===== src/rtl/lsu_types.sv =====
// lsu_types: state and error encodings for the rv32i load/store unit.
package lsu_types;

  typedef enum logic [1:0] {
    IDLE     = 2'd0,
    ISSUE    = 2'd1,
    WAIT_RSP = 2'd2,
    DONE     = 2'd3
  } lsu_state_t;

  // Values are visible on core_rsp_error, so the encoding is fixed.
  typedef enum logic [1:0] {
    LSU_OK         = 2'd0,
    LSU_MISALIGNED = 2'd1,
    LSU_ILLEGAL    = 2'd2,
    LSU_TIMEOUT    = 2'd3
  } lsu_err_t;

endpackage


===== src/rtl/rv32i_defines.sv =====
// rv32i_defines: shared RV32I encodings used by the core and its satellites.
// This slice contains only the funct3 values for loads and stores.
package rv32i_defines;

  // Load funct3 encodings
  localparam logic [2:0] F3_LB  = 3'd0;
  localparam logic [2:0] F3_LH  = 3'd1;
  localparam logic [2:0] F3_LW  = 3'd2;
  localparam logic [2:0] F3_LBU = 3'd4;
  localparam logic [2:0] F3_LHU = 3'd5;

  // Store funct3 encodings
  localparam logic [2:0] F3_SB  = 3'd0;
  localparam logic [2:0] F3_SH  = 3'd1;
  localparam logic [2:0] F3_SW  = 3'd2;

endpackage


===== src/rtl/lsu_load_align.sv =====
// lsu_load_align: purely combinational load data extraction.
// Ports:
//   rd_word  - word returned by memory
//   byte_off - byte address bits [1:0] of the load
//   funct3   - load type (LB/LH/LW/LBU/LHU)
//   result   - selected lane, sign- or zero-extended to 32 bits
module lsu_load_align
  import rv32i_defines::*;
(
  input  logic [31:0] rd_word,
  input  logic [1:0]  byte_off,
  input  logic [2:0]  funct3,
  output logic [31:0] result
);

  logic [31:0] shifted;
  logic [7:0]  lane_b;
  logic [15:0] lane_h;

  always_comb begin
    // Bring the addressed byte down to bit 0; halfwords only need addr[1].
    shifted = rd_word >> {byte_off, 3'b000};
    lane_b  = shifted[7:0];
    lane_h  = byte_off[1] ? rd_word[31:16] : rd_word[15:0];
    result  = 32'h0;
    case (funct3)
      F3_LB:   result = {{24{lane_b[7]}}, lane_b};
      F3_LH:   result = {{16{lane_h[15]}}, lane_h};
      F3_LW:   result = rd_word;
      F3_LBU:  result = {24'h0, lane_b};
      F3_LHU:  result = {16'h0, lane_h};
      default: result = 32'h0;
    endcase
  end

endmodule


===== src/rtl/rv32i_lsu.sv =====
// rv32i_lsu: load/store unit between the core data port and a word-addressed,
// byte-enabled memory. One transaction at a time; loads are bounded by a
// response timeout.
// Ports:
//   clk, rst           - clock, asynchronous active-low reset
//   core_req_*         - core request (valid/ready, write, funct3, addr, wdata)
//   core_rsp_*         - one-cycle completion pulse with rdata and error code
//   mem_req_*          - memory request (valid/ready), word address, write
//                        enable, byte enables, lane-replicated write data
//   mem_rsp_valid/
//   mem_rd_data        - memory read response
module rv32i_lsu
  import rv32i_defines::*;
  import lsu_types::*;
#(
  parameter int unsigned TIMEOUT_CYCLES = 255
) (
  input  logic        clk,
  input  logic        rst,
  input  logic        core_req_valid,
  output logic        core_req_ready,
  input  logic        core_req_write,
  input  logic [2:0]  core_req_funct3,
  input  logic [31:0] core_req_addr,
  input  logic [31:0] core_req_wdata,
  output logic        core_rsp_valid,
  output logic [31:0] core_rsp_rdata,
  output logic [1:0]  core_rsp_error,
  output logic        mem_req_valid,
  input  logic        mem_req_ready,
  output logic [29:0] mem_word_addr,
  output logic        mem_wr_ena,
  output logic [3:0]  mem_byte_ena,
  output logic [31:0] mem_wr_data,
  input  logic        mem_rsp_valid,
  input  logic [31:0] mem_rd_data
);

  localparam logic [7:0] TMO_LAST = 8'(TIMEOUT_CYCLES - 1);

  lsu_state_t  state_reg, state_next;
  logic [31:0] addr_reg;
  logic [2:0]  funct3_reg;
  logic        write_reg;
  logic [31:0] wr_data_reg;
  logic [3:0]  byte_ena_reg;
  logic        wr_ena_reg;
  logic [31:0] rdata_reg;
  lsu_err_t    err_reg;
  logic [7:0]  cnt_reg;
  logic        stale_reg;

  logic        req_illegal;
  logic        req_misaligned;
  logic [31:0] fmt_wr_data;
  logic [3:0]  fmt_byte_ena;
  logic [31:0] load_result;
  logic        accept;
  logic        rsp_take;
  logic        tmo_hit;

  // Request decode on the live core inputs, captured at acceptance.
  always_comb begin
    req_illegal = 1'b0;
    if (core_req_write) begin
      req_illegal = (core_req_funct3 > F3_SW);
    end else begin
      case (core_req_funct3)
        F3_LB, F3_LH, F3_LW, F3_LBU, F3_LHU: req_illegal = 1'b0;
        default:                             req_illegal = 1'b1;
      endcase
    end
    // funct3[1:0] gives the access size for both loads and stores.
    req_misaligned = ((core_req_funct3[1:0] == 2'b01) && core_req_addr[0]) ||
                     ((core_req_funct3[1:0] == 2'b10) && (core_req_addr[1:0] != 2'b00));
  end

  // Store lane replication; loads always read the full word.
  always_comb begin
    fmt_wr_data  = 32'h0;
    fmt_byte_ena = 4'b1111;
    if (core_req_write) begin
      case (core_req_funct3[1:0])
        2'b00: begin
          fmt_wr_data  = {4{core_req_wdata[7:0]}};
          fmt_byte_ena = 4'b0001 << core_req_addr[1:0];
        end
        2'b01: begin
          fmt_wr_data  = {2{core_req_wdata[15:0]}};
          fmt_byte_ena = 4'b0011 << core_req_addr[1:0];
        end
        default: begin
          fmt_wr_data  = core_req_wdata;
          fmt_byte_ena = 4'b1111;
        end
      endcase
    end
  end

  lsu_load_align u_load_align (
    .rd_word  (mem_rd_data),
    .byte_off (addr_reg[1:0]),
    .funct3   (funct3_reg),
    .result   (load_result)
  );

  assign accept   = (state_reg == IDLE) && core_req_valid;
  // A response arriving while stale is the late answer to a timed-out load.
  assign rsp_take = (state_reg == WAIT_RSP) && mem_rsp_valid && !stale_reg;
  assign tmo_hit  = (state_reg == WAIT_RSP) && !rsp_take && (cnt_reg == TMO_LAST);

  always_comb begin
    state_next = state_reg;
    case (state_reg)
      IDLE: begin
        if (core_req_valid) begin
          state_next = (req_illegal || req_misaligned) ? DONE : ISSUE;
        end
      end
      ISSUE: begin
        if (mem_req_ready) begin
          state_next = write_reg ? DONE : WAIT_RSP;
        end
      end
      WAIT_RSP: begin
        if (rsp_take || tmo_hit) begin
          state_next = DONE;
        end
      end
      DONE:    state_next = IDLE;
      default: state_next = IDLE;
    endcase
  end

  always_ff @(posedge clk or negedge rst) begin
    if (!rst) begin
      state_reg    <= IDLE;
      addr_reg     <= 32'h0;
      funct3_reg   <= 3'h0;
      write_reg    <= 1'b0;
      wr_data_reg  <= 32'h0;
      byte_ena_reg <= 4'h0;
      wr_ena_reg   <= 1'b0;
      rdata_reg    <= 32'h0;
      err_reg      <= LSU_OK;
      cnt_reg      <= 8'h0;
      stale_reg    <= 1'b0;
    end else begin
      state_reg <= state_next;

      if (accept) begin
        addr_reg     <= core_req_addr;
        funct3_reg   <= core_req_funct3;
        write_reg    <= core_req_write;
        wr_data_reg  <= fmt_wr_data;
        byte_ena_reg <= fmt_byte_ena;
        wr_ena_reg   <= core_req_write;
        if (req_illegal) begin
          err_reg   <= LSU_ILLEGAL;
          rdata_reg <= 32'h0;
        end else if (req_misaligned) begin
          err_reg   <= LSU_MISALIGNED;
          rdata_reg <= 32'h0;
        end
      end

      if ((state_reg == ISSUE) && mem_req_ready) begin
        cnt_reg <= 8'h0;
        if (write_reg) begin
          err_reg   <= LSU_OK;
          rdata_reg <= 32'h0;
        end
      end

      // Any response seen while stale is consumed here; a timeout in the
      // same cycle re-arms the flag below.
      if (mem_rsp_valid && stale_reg) begin
        stale_reg <= 1'b0;
      end

      if (rsp_take) begin
        rdata_reg <= load_result;
        err_reg   <= LSU_OK;
      end else if (tmo_hit) begin
        rdata_reg <= 32'h0;
        err_reg   <= LSU_TIMEOUT;
        stale_reg <= 1'b1;
      end else if ((state_reg == WAIT_RSP) && (cnt_reg != 8'hFF)) begin
        cnt_reg <= cnt_reg + 8'h1;
      end
    end
  end

  assign core_req_ready = (state_reg == IDLE);
  assign core_rsp_valid = (state_reg == DONE);
  assign core_rsp_rdata = rdata_reg;
  assign core_rsp_error = err_reg;
  assign mem_req_valid  = (state_reg == ISSUE);
  assign mem_word_addr  = addr_reg[31:2];
  assign mem_wr_ena     = wr_ena_reg;
  assign mem_byte_ena   = byte_ena_reg;
  assign mem_wr_data    = wr_data_reg;

endmodule


===== config.mk =====
export PLATFORM = sky130hd
export DESIGN_NAME = rv32i_lsu
export DESIGN_NICKNAME = d
export VERILOG_FILES = /design/src/rtl/lsu_types.sv /design/src/rtl/rv32i_defines.sv /design/src/rtl/lsu_load_align.sv /design/src/rtl/rv32i_lsu.sv
export SDC_FILE = /design/constraint.sdc
export NUM_CORES = 1
export LEC_CHECK = 0
export BUFFER_PORTS_ARGS = -buffer_cell sky130_fd_sc_hd__buf_2
export CORE_MARGIN = 2
export CORE_UTILIZATION = 50
export CTS_CLUSTER_SIZE = 30
export DETAILED_ROUTE_END_ITERATION = 10
export GPL_ROUTABILITY_DRIVEN = 0
export GPL_TIMING_DRIVEN = 0
export PLACE_DENSITY = 0.77
export SYNTH_ARGS = -nofsm -noshare
export SYNTH_HDL_FRONTEND = slang
export SYNTH_HIERARCHICAL = 1
export SYNTH_SLANG_ARGS = --single-unit

===== constraint.sdc =====
create_clock -name clk -period 4.4 [get_ports clk]
set_clock_uncertainty 0.15 [all_clocks]
set_input_delay 0.66 -clock clk [delete_from_list [all_inputs] [get_ports clk]]
set_output_delay 0.66 -clock clk [all_outputs]
set_load 0.005 [all_outputs]

# Word level (Yosys, flattened, before mapping)

Index checks and enable logic that the tools add are counted.

Bits of input ports: 105
Logic and storage cells: 90
Register bits: 117
Output and inout port bits: 104

Reductions and logical operators: 22
Order comparisons: 1
Add/subtract/negate cells: 1
Shifts and indexed selects: 3
Equality and inequality tests: 18
Mux-type cells: 35

Operators with widths:

| operator              | count |
|---|---|
| $mux W32              | 8 |
| $pmux W32 S5          | 1 |
| $pmux W32 S2          | 1 |
| $mux W8               | 4 |
| $shr A32 B5 Y8        | 1 |
| $mux W2               | 11 |
| $mux W16              | 1 |
| $eq A3 B3 Y1 const B  | 4 |
| $logic_and A1 B1 Y1   | 10 |
| $add A8 B1 Y8 const B | 1 |
| $eq A8 B8 Y1 const B  | 1 |
| $ne A8 B8 Y1 const B  | 1 |
| $pmux W2 S4           | 1 |
| $pmux W4 S2           | 1 |
| $eq A2 B2 Y1 const B  | 3 |
| $eq A3 B1 Y1 const B  | 2 |
| $eq A3 B2 Y1 const B  | 2 |
| $logic_not A3 Y1      | 2 |
| $mux W1               | 6 |
| $reduce_or A5 Y1      | 1 |
| $eq A2 B1 Y1 const B  | 2 |
| $logic_not A2 Y1      | 2 |
| $mux W4               | 1 |
| $ne A2 B1 Y1 const B  | 2 |
| 8 further kinds       | 11 |

# Longest topological paths before layout

Depth after elaboration: 10
Gate-level depth with buffers: 8
Mapped depth without buffers: 6

# Cells and area by module

Netlist, hierarchy kept.

Modules (own cells, without submodules):

| module         | cells an instance | times used | seq. area each (µm²) | area each (µm²) |
|---|---|---|---|---|
| rv32i_lsu      | 526               | 1          | 2927.8               | 5380.2 |
| lsu_load_align | 114               | 1          | 0.0                  | 854.6 |

# Worst setup path before layout

No wires, ideal clock.

Kind: input-to-reg
From: input mem_rd_data[23]
To: register rdata_reg[19], in the netlist core_rsp_rdata[19]
Required time: 4.128 ns
Arrival time: 1.610 ns
Path buffers: 1
Library setup time: 0.122 ns
Stages on the path: 5
Path slack: 2.518 ns
Cells stage by stage: mux2_4 a22oi_4 buf_6 o211ai_1 a32o_1

Longest elaborated chain between the ends: 3

RTL lines:

| item                 | line                 | source |
|---|---|---|
| from (decl)          | rv32i_lsu.sv:36      | `input logic [31:0] mem_rd_data` |
| $shr A32 B5 Y8       | lsu_load_align.sv:22 | `shifted = rd_word >> {byte_off, 3'b000};` |
| $pmux W32 S5         | lsu_load_align.sv:26 | `case (funct3)` |
| via load_result[19]  | rv32i_lsu.sv:57      | `logic [31:0] load_result;` |
| $mux W32             | rv32i_lsu.sv:181     | `if (rsp_take) begin` |
| to (signal assigned) | rv32i_lsu.sv:182     | `rdata_reg <= load_result;` |
| to (decl)            | rv32i_lsu.sv:48      | `logic [31:0] rdata_reg;` |

The timed path passes the listed nets, and every way through them passes these cells.
A chain may end at the register's enable or synchronous reset.

# Final worst setup path

From: register state_reg[1]
To: register addr_reg[25]

Longest elaborated chain between the ends: 2

RTL lines:

| item                   | line             | source |
|---|---|---|
| from (decl)            | rv32i_lsu.sv:41  | `lsu_state_t state_reg, state_next;` |
| from (signal assigned) | rv32i_lsu.sv:149 | `state_reg <= state_next;` |
| $logic_not A2 Y1       | rv32i_lsu.sv:107 | `assign accept = (state_reg == IDLE) && core_req_valid;` |
| $logic_and A1 B1 Y1    | rv32i_lsu.sv:107 |  |
| to (signal assigned)   | rv32i_lsu.sv:152 | `addr_reg <= core_req_addr;` |
| to (decl)              | rv32i_lsu.sv:42  | `logic [31:0] addr_reg;` |

No other way between the ends.

==> impl_metrics.py <==
metrics = {
    "global_routing": {
        "globalRouteOverflowTotal": 0,
        "antenna_found_initial": 0,
        "track_usage_pct": 26.4,
        "grt_max_degree": 68,
        "grt_pass1_vias": 5598,
        "grt_pass1_wl_um": 27300,
    },
    "clock_tree": {
        "insertion_delay_ps": 410,
        "cts_buffer_depth": 2,
        "cts_resized": 0,
        "cts-buffers-inserted": 17,
        "post_cts_buffers": 0,
        "cts_tree": "done",
        "cts-hold-fix-buffers": 0,
        "cts_sinks": 117,
        "h-tree-depth": 4,
        "clk_pin_slew_worst_paths_ps": 50,
        "cts-root-buf": "clkbuf_16",
    },
    "floorplan": {
        "die_y_um": 116,
        "die_area_um2": 13400,
        "start_util_pct": 51.5,
        "io_pins": 209,
        "rows": 40,
        "die-width_um": 116,
        "core_um2": 12100,
    },
    "yosys": {
        "synth_ff_type": "dfrtp_1",
        "ys_ff_latch": 117,
        "postSynthCellCount": 640,
        "avgSynthCellArea_um2": 9.74,
        "synth_edf_count": 0,
        "async_flop_share_pct": 100,
        "synth_cell_type_count": 54,
        "seq_area_frac_synth_pct": 47.0,
        "ys.warnings.count": 6,
        "syn_area_um2": 6230,
        "synth_nets": 751,
    },
    "power": {
        "total_power_mw": 5.72,
        "vdd_drop_max_mv": 0.303,
        "power_per_cell_area_nw_per_um2": 704,
        "total_leakage_power_nw": 4.22,
    },
    "cells_and_area": {
        "final_cell_mix": "buf_2, nand2_1, dfrtp_1",
        "final_common_cell": "buf_2",
        "final_area_um2": 8120,
        "syn2layout_area_growth_pct": 30.3,
        "finish.utilization_pct": 67.1,
        "fin_cells": 1046,
        "final_layout_size_suffix_gt1_share_pct": 37.2,
        "final_nets": 978,
        "diodes": 0,
    },
    "sta": {
        "rsz0062_at_grt": "false",
        "final_max_slew_viol_count": 0,
        "layout_setup_ws_ps": 2050,
        "layout_min_cycle_time_ps": 2350,
        "period_share_pct": 53.4,
        "slew_headroom_pct": 56.8,
        "hold_violations": 0,
        "worstMarginPinSlew_ps": 645,
        "setup_viol": 0,
        "fin_setup_tns_ps": 0,
        "clock.fmax_mhz": 426,
        "whs_ps": 38.7,
    },
    "detailed_routing": {
        "vias": 5771,
        "wl_per_cell_um": 16.9,
        "detail_route.wirelength_um": 17600,
        "vias_per_cell": 5.52,
        "firstDrtPassIters": 5,
        "drt_iter0_drc": 479,
        "drc_errors": 0,
        "drtAntennaViolNets": 0,
    },
    "placement": {
        "post-place-ws_ps": 2080,
        "placed_cells": 1016,
        "port_buffers": 207,
        "hpwl_um": 13200,
        "postPlaceCellArea_um2": 7510,
    },
    "setup_path": {
        "startpoint_type": "register",
        "critical_path_arrival_ps": 2550,
        "end_kind": "register",
        "required_ps": 4600,
        "crit_fanout": 10,
        "crit_type": "reg2reg",
    },
    "worst_hold_path": {
        "hp-class": "in2async",
    },
    "job": {
        "max_cap_viol_count": 0,
    },
    "outcome": {
        "outcome": "completed",
    },
}
## final timing paths
path,startpoint,endpoint,slack [ps],depth (start not counted)
setup / recovery,state_reg[1],addr_reg[25],2050,7
hold / removal,rst,core_rsp_rdata[6],40,1
setup reg to reg,state_reg[1],addr_reg[25],2050,7
hold reg to reg,addr_reg[22],addr_reg[22],320,2
max in group asynchronous,rst,mem_wr_data[23],3360,2
min in group clk,core_req_addr[19],addr_reg[19],290,3
## logic make-up (layout without fill, tap and decap cells)
logic type	count (synthesis)	count (layout)	synth area share, %
muxes	50	50	8.47
and+or+nand+nor	225	225	16.0
adders and majority gates	6	6	1.20
buffers and inverters	86	324	9.11
AOI/OAI and AO/OA	154	154	17.9
xor gates and xnor gates	2	2	0.281
DFF	117	117	47.0
## Yosys cell counts, drive strengths merged (15+ instances only)
cell type  count  area share [%]
nand2        161             9.7
dfrtp        117              47
buf           56             7.1
o21ai         55             4.5
a32o          32             5.1
mux2i         31             5.0
nand3         28             2.2
clkbuf        19             1.1
mux2          19             3.5
o211ai        19             2.4
a21oi         15             1.4
nor2          15             1.2
## layout make-up
class,count,area [um^2]
Multi-Input combinational cell,437,2740
Sequential cell,117,2930
Inverter,8,30.0
Clock buffer,22,484
Buffer,78,538
Clock inverter,8,124
Timing Repair Buffer,208,1070
Tap cell,168,210
Fill cell,992,3990
## per-layer routing
layer  vias up  wire [um]  global-route usage [%]
met5         -          0                       0
met4         0        470                    10.5
met3        39       1320                    7.85
met2       246       8720                    43.5
met1      2795       7140                    32.7
li1       2691          -                       -
## power breakdown
group	switching [mW]	internal [mW]	total, mW
clock	0.473	0.942	1.42
sequential	0.292	1.54	1.84
combinational	1.30	1.17	2.46
## critical path, stage by stage (launching register included)
cell and delay (ps):
dfrtp_1 410, inv_1 100, ha_1 250, nand2_1 260
clkbuf_1 420, clkbuf_1 480, nand2_1 120, nand2_1 80
(Power assumes the default switching activity.)
